<file path="src/rtl/ring_pkg.sv">
// Shared types and line geometry for the ring line responder.
package ring_pkg;

  typedef enum logic [1:0] {
    IDLE,
    READ,
    RESP
  } state_e;

  localparam int LINE_BYTES    = 64;
  localparam int LINE_WORDS    = 8;
  localparam int LINE_OFF_BITS = $clog2(LINE_BYTES);

  // Clears the in-line byte offset so every request is served from its line base.
  function automatic logic [63:0] line_align(input logic [63:0] addr);
    return {addr[63:LINE_OFF_BITS], {LINE_OFF_BITS{1'b0}}};
  endfunction

endpackage

</file>
<file path="src/rtl/ring_line_buf.sv">
// Line buffer: LINE_WORDS x DATA_W registers with one indexed write port and parallel read-out.
module ring_line_buf #(
  parameter int DATA_W     = 64,
  parameter int LINE_WORDS = 8
) (
  input  logic                          clk,
  input  logic                          rst,
  input  logic                          wr_en_i,
  input  logic [$clog2(LINE_WORDS)-1:0] wr_idx_i,
  input  logic [DATA_W-1:0]             wr_data_i,
  output logic [DATA_W-1:0]             rd_line_o [0:LINE_WORDS-1]
);

  logic [DATA_W-1:0] words_q [0:LINE_WORDS-1];

  always_ff @(posedge clk or posedge rst) begin
    if (rst) begin
      for (int i = 0; i < LINE_WORDS; i++) begin
        words_q[i] <= '0;
      end
    end else if (wr_en_i) begin
      words_q[wr_idx_i] <= wr_data_i;
    end
  end

  always_comb begin
    for (int i = 0; i < LINE_WORDS; i++) begin
      rd_line_o[i] = words_q[i];
    end
  end

endmodule

</file>
<file path="src/rtl/ring_line_responder.sv">
// Ring-stop responder: fetches a 64-byte line word by word from a backing port and presents it whole.
// Optional per-word read timeout is enabled by defining RING_RESP_TIMEOUT_EN.
module ring_line_responder #(
  parameter int DATA_W         = 64,
  parameter int ADDR_W         = 64,
  parameter int LINE_WORDS     = 8,
  parameter int TIMEOUT_CYCLES = 256
) (
  input  logic              clk,
  input  logic              rst,
  input  logic              ring_req,
  input  logic [ADDR_W-1:0] ring_addr,
  output logic              ring_ready,
  output logic [DATA_W-1:0] ring_rdata [0:LINE_WORDS-1],
  output logic              ring_err,
  output logic              mem_rd_en,
  output logic [ADDR_W-1:0] mem_addr,
  input  logic [DATA_W-1:0] mem_rd_data,
  input  logic              mem_rd_done,
  output logic              busy
);

  import ring_pkg::*;

  localparam int IDX_W         = $clog2(LINE_WORDS);
  localparam int WORD_OFF_BITS = $clog2(DATA_W / 8);

  state_e            state_q, state_d;
  logic [ADDR_W-1:0] base_q, base_d;
  logic [IDX_W-1:0]  idx_q, idx_d;
  logic              ready_q, ready_d;
  logic              err_q, err_d;
  logic              rd_hit;
  logic              timeout;
  logic              rd_gap;
  logic              word_done;
  logic              last_word;

  assign mem_rd_en  = (state_q == READ) && !rd_gap;
  assign mem_addr   = base_q + (ADDR_W'(idx_q) << WORD_OFF_BITS);
  assign rd_hit     = mem_rd_done && mem_rd_en;
  assign word_done  = rd_hit || timeout;
  assign last_word  = (idx_q == IDX_W'(LINE_WORDS - 1));
  assign ring_ready = ready_q;
  assign ring_err   = err_q;
  assign busy       = (state_q != IDLE);

`ifdef RING_RESP_TIMEOUT_EN
  localparam int CNT_W = $clog2(TIMEOUT_CYCLES + 1);

  logic [CNT_W-1:0] cnt_q;
  logic             gap_q;

  assign timeout = (state_q == READ) && !gap_q && !rd_hit &&
                   (cnt_q == CNT_W'(TIMEOUT_CYCLES - 1));
  assign rd_gap  = gap_q;

  // A timed-out word drops mem_rd_en for one cycle so the backing side sees the request retire.
  always_ff @(posedge clk or posedge rst) begin
    if (rst) begin
      cnt_q <= '0;
      gap_q <= 1'b0;
    end else begin
      gap_q <= timeout;
      if ((state_q != READ) || rd_hit || timeout || gap_q) begin
        cnt_q <= '0;
      end else begin
        cnt_q <= cnt_q + 1'b1;
      end
    end
  end
`else
  assign timeout = 1'b0;
  assign rd_gap  = 1'b0;
`endif

  ring_line_buf #(
    .DATA_W    (DATA_W),
    .LINE_WORDS(LINE_WORDS)
  ) u_line_buf (
    .clk      (clk),
    .rst      (rst),
    .wr_en_i  (word_done),
    .wr_idx_i (idx_q),
    .wr_data_i(rd_hit ? mem_rd_data : '0),
    .rd_line_o(ring_rdata)
  );

  always_ff @(posedge clk or posedge rst) begin
    if (rst) begin
      state_q <= IDLE;
      base_q  <= '0;
      idx_q   <= '0;
      ready_q <= 1'b0;
      err_q   <= 1'b0;
    end else begin
      state_q <= state_d;
      base_q  <= base_d;
      idx_q   <= idx_d;
      ready_q <= ready_d;
      err_q   <= err_d;
    end
  end

  always_comb begin
    state_d = state_q;
    base_d  = base_q;
    idx_d   = idx_q;
    ready_d = ready_q;
    err_d   = err_q;
    unique case (state_q)
      IDLE: begin
        if (ring_req) begin
          base_d  = ADDR_W'(line_align(64'(ring_addr)));
          idx_d   = '0;
          err_d   = 1'b0;
          state_d = READ;
        end
      end
      READ: begin
        if (word_done) begin
          if (timeout) begin
            err_d = 1'b1;
          end
          // A withdrawn request still lets the in-flight word land, but no partial line is shown.
          if (!ring_req) begin
            err_d   = 1'b0;
            state_d = IDLE;
          end else if (last_word) begin
            state_d = RESP;
          end else begin
            idx_d = idx_q + 1'b1;
          end
        end
      end
      RESP: begin
        if (ring_req) begin
          ready_d = 1'b1;
        end else begin
          ready_d = 1'b0;
          err_d   = 1'b0;
          state_d = IDLE;
        end
      end
      default: state_d = IDLE;
    endcase
  end

endmodule

</file>
<file path="config.mk">
export PLATFORM = sky130hd
export DESIGN_NAME = ring_line_responder
export DESIGN_NICKNAME = d
export VERILOG_FILES = /design/src/rtl/ring_pkg.sv /design/src/rtl/ring_line_buf.sv /design/src/rtl/ring_line_responder.sv
export SDC_FILE = /design/constraint.sdc
export NUM_CORES = 1
export LEC_CHECK = 0
export BUFFER_PORTS_ARGS = -buffer_cell sky130_fd_sc_hd__buf_4
export CAP_MARGIN = 15
export CORE_AREA = 5 5 270 272
export CTS_CLUSTER_DIAMETER = 50
export CTS_CLUSTER_SIZE = 20
export DETAILED_ROUTE_END_ITERATION = 16
export DIE_AREA = 0 0 275 277
export GPL_ROUTABILITY_DRIVEN = 0
export GPL_TIMING_DRIVEN = 0
export PLACE_DENSITY = 0.66
export SLEW_MARGIN = 20
export SYNTH_ARGS = -nofsm -noshare
export SYNTH_HDL_FRONTEND = slang
export SYNTH_SLANG_ARGS = --single-unit
</file>
<file path="constraint.sdc">
create_clock -name clk -period 19 [get_ports clk]
set_input_delay 3.8 -clock clk [delete_from_list [all_inputs] [get_ports clk]]
set_output_delay 3.8 -clock clk [all_outputs]
set_load 0.02 [all_outputs]
</file>
==> metrics.yaml <==
outcome:
  status: "finished, final reports clean"
die:
  row_count: 98
  dieArea_mm2: 0.0762
  die_x_um: 275
  fp.dieH_um: 277
  io_pins: 712
  coreArea_mm2: 0.0705
  start_util_pct: 30.7
power:
  p_leak_nw: 15.4
  ir_worst_vdd_mv: 0.126
  total_power_mw: 5.69
  power_density_mw_per_mm2: 185
worst_setup_path:
  cp.required_ns: 15.20
  critPathLaunchType: "flop"
  endpoint_kind: "output port"
  path_max_fanout: 4
  worstPathArrival_ns: 1.74
  critPathKind: "flop to output port"
routing:
  wl_mm: 69.8
  remaining_drc_errors: 0
  drt_first_pass_iters: 6
  vias_per_cell: 4.56
  wl_per_cell_um: 22.9
  drtIter0Drc: 489
  antenna_left: 0
  vias: 13900
timing:
  period_share_pct: 29.2
  worst_pin_slew_ns: 1.05
  hold_violations: 0
  fin_crit_ns: 5.54
  skew_ns: 0.0257
  rsz0062_at_grt: "no"
  maxSlewViolCount: 0
  max_freq_mhz: 180
  slew-limit-headroom_pct: 30.0
  tns_ns: 0
  worst_slack_ns: 13.46
  setup_viol: 0
synth:
  syn_avg_cell_area_um2: 17.2
  synth.distinct_cells: 30
  ys_top_cells_by_area: "dfrtp_1 67%, mux2_2 29%, buf_2 0.92%"
  ys_warn_count: 0
  seq_area_frac_synth_pct: 66.7
  syn-instance-count: 1260
  syn_area_mm2: 0.0216
  synth.largest_area_cell: "dfrtp_1"
  ys_ff_latch: 577
  synth_top_area_share_pct: 66.7
clocking:
  clk_latency_ns: 0.61
  clk_pin_slew_worst_paths_ns: 0.06
  cts_resized: 0
  cts_tree: "done"
  htree_levels: 3
  cts_setup_buffers: 0
  root_buffer: "clkbuf_16"
  cts_made_buffers: 67
  clockBufferDepth: 3
  clock-sinks: 577
  hold_buffers: 0
grt:
  antenna_found_initial: 3
  grt-ovfl-total: 0
  track_usage_pct: 17.9
  grt_pass1_vias: 15500
  grt_start_max_net_pins: 38
  grt_pass1_wl_mm: 103
flow_run:
  cap_violations: 0
place:
  pre_cts_slack_ns: 12.85
  dp_hpwl_mm: 52.4
  placed_cell_area_mm2: 0.0285
  port_buffers: 701
cells_and_area:
  stdcell_area_mm2: 0.0308
  fin_util_pct: 43.7
  layout.nets: 2188
  syn_to_final_growth_pct: 42.3
  drive_gt1_share_pct: 70.1
worst_hold_path:
  hold_class: "flop to flop"
==> state kept, by name (all words and copies together) (netlist names) <==
register              count
idx_q                     3
ring_ready                1
base_q                   58
u_line_buf.rd_line_o    512
state_q                   2
ring_err                  1
==> worst paths after layout <==
| check | depth (start not counted) | to | from | slack (ns) |
|---|---|---|---|---|
| hold reg to reg | 1 | u_line_buf.rd_line_o[51] | u_line_buf.rd_line_o[51] | 0.50 |
| hold / removal | 1 | u_line_buf.rd_line_o[51] | u_line_buf.rd_line_o[51] | 0.50 |
| setup reg to reg | 7 | u_line_buf.rd_line_o[144] | state_q[1] | 16.01 |
| max in group asynchronous | 9 | base_q[55] | rst | 13.56 |
| min in group asynchronous | 2 | u_line_buf.rd_line_o[397] | rst | 3.29 |
| setup / recovery | 4 | busy | state_q[1] | 13.46 |
==> metrics by stage <==
stage / hold slack [ns] / std cells
4_1_cts: 0.507 / 3051
3_5_place_dp: 0.494 / 2930
6_report: 0.504 / 3054
3_3_place_gp: 0.489 / 2913
2_1_floorplan: 0.599 / 1262
5_1_grt: 0.515 / 3051
==> cell usage after synthesis <==
library cell	instances
nand2_1	6
o211a_1	1
dfrtp_1	577
a311o_1	1
a21boi_0	1
mux2i_1	2
nor2_2	6
nand4b_1	1
mux2_2	565
inv_1	6
conb_1	1
nor2b_1	3
o2bb2ai_1	1
buf_4	4
nand3_1	1
nand2b_1	2
ha_1	7
o21ai_0	3
nand3_2	1
nand3b_1	1
nand3b_4	1
nor2_1	1
or3_1	2
o21a_1	1
mux2_4	6
clkbuf_1	4
buf_6	13
o41ai_1	1
a21oi_1	1
buf_2	40
==> kinds of logic (layout without fill, tap and decap cells) <==
logic type / Yosys count / after routing / share of synthesized area, %
flip-flops: 577 / 577 / 66.7
multiplexers: 573 / 573 / 29.9
buffers and inverters: 67 / 906 / 1.91
AND/OR/NAND/NOR: 25 / 25 / 0.734
AO/OA/AOI/OAI: 10 / 10 / 0.335
adder cells (fa/ha/maj): 7 / 7 / 0.405
other: 1 / 6 / 0.0173
==> worst max-delay path: stages (launching register included) <==
cell and delay [ns]:
dfrtp_1 0.43, inv_1 0.16, ha_1 0.28, inv_1 0.12, buf_4 0.17
==> cell type report <==
class                      count  area [um2]
tap                          950        1190
buffer                        61         392
multi-input combinational    618        6820
clock inverter                47         584
sequential                   577       14400
fill                        6358       39700
timing repair buffer         718        5600
inverter                       6        26.3
clock buffer                  74        1740
antenna                        3        7.51
==> cells in the final DEF, fill, tap and decap left out, drive strengths merged, types with 5 or more instances in the layout <==
cell type | synthesis | final
buf | 57 | 775
dfrtp | 577 | 577
mux2 | 571 | 571
clkbuf | 4 | 78
inv | 6 | 22
clkinv | 0 | 18
clkinvlp | 0 | 8
ha | 7 | 7
nor2 | 7 | 7
nand2 | 6 | 6
bufinv | 0 | 5
==> report_power, final <==
group          internal [mW]  switching [mW]  total (mW)
Sequential              1.74           0.287        2.02
Combinational           1.09            1.23        2.33
Clock                  0.761           0.571        1.33
==> metal layers <==
metal  vias up  share of wire [%]  global-route usage [%]
met2       560                 50                    30.3
li1       6050                  -                       -
met5         -                  0                       0
met3       142                9.0                    5.85
met1      7168                 37                    20.8
met4         0                4.2                    7.68
No activity file was read; power rests on OpenSTA's default activity.
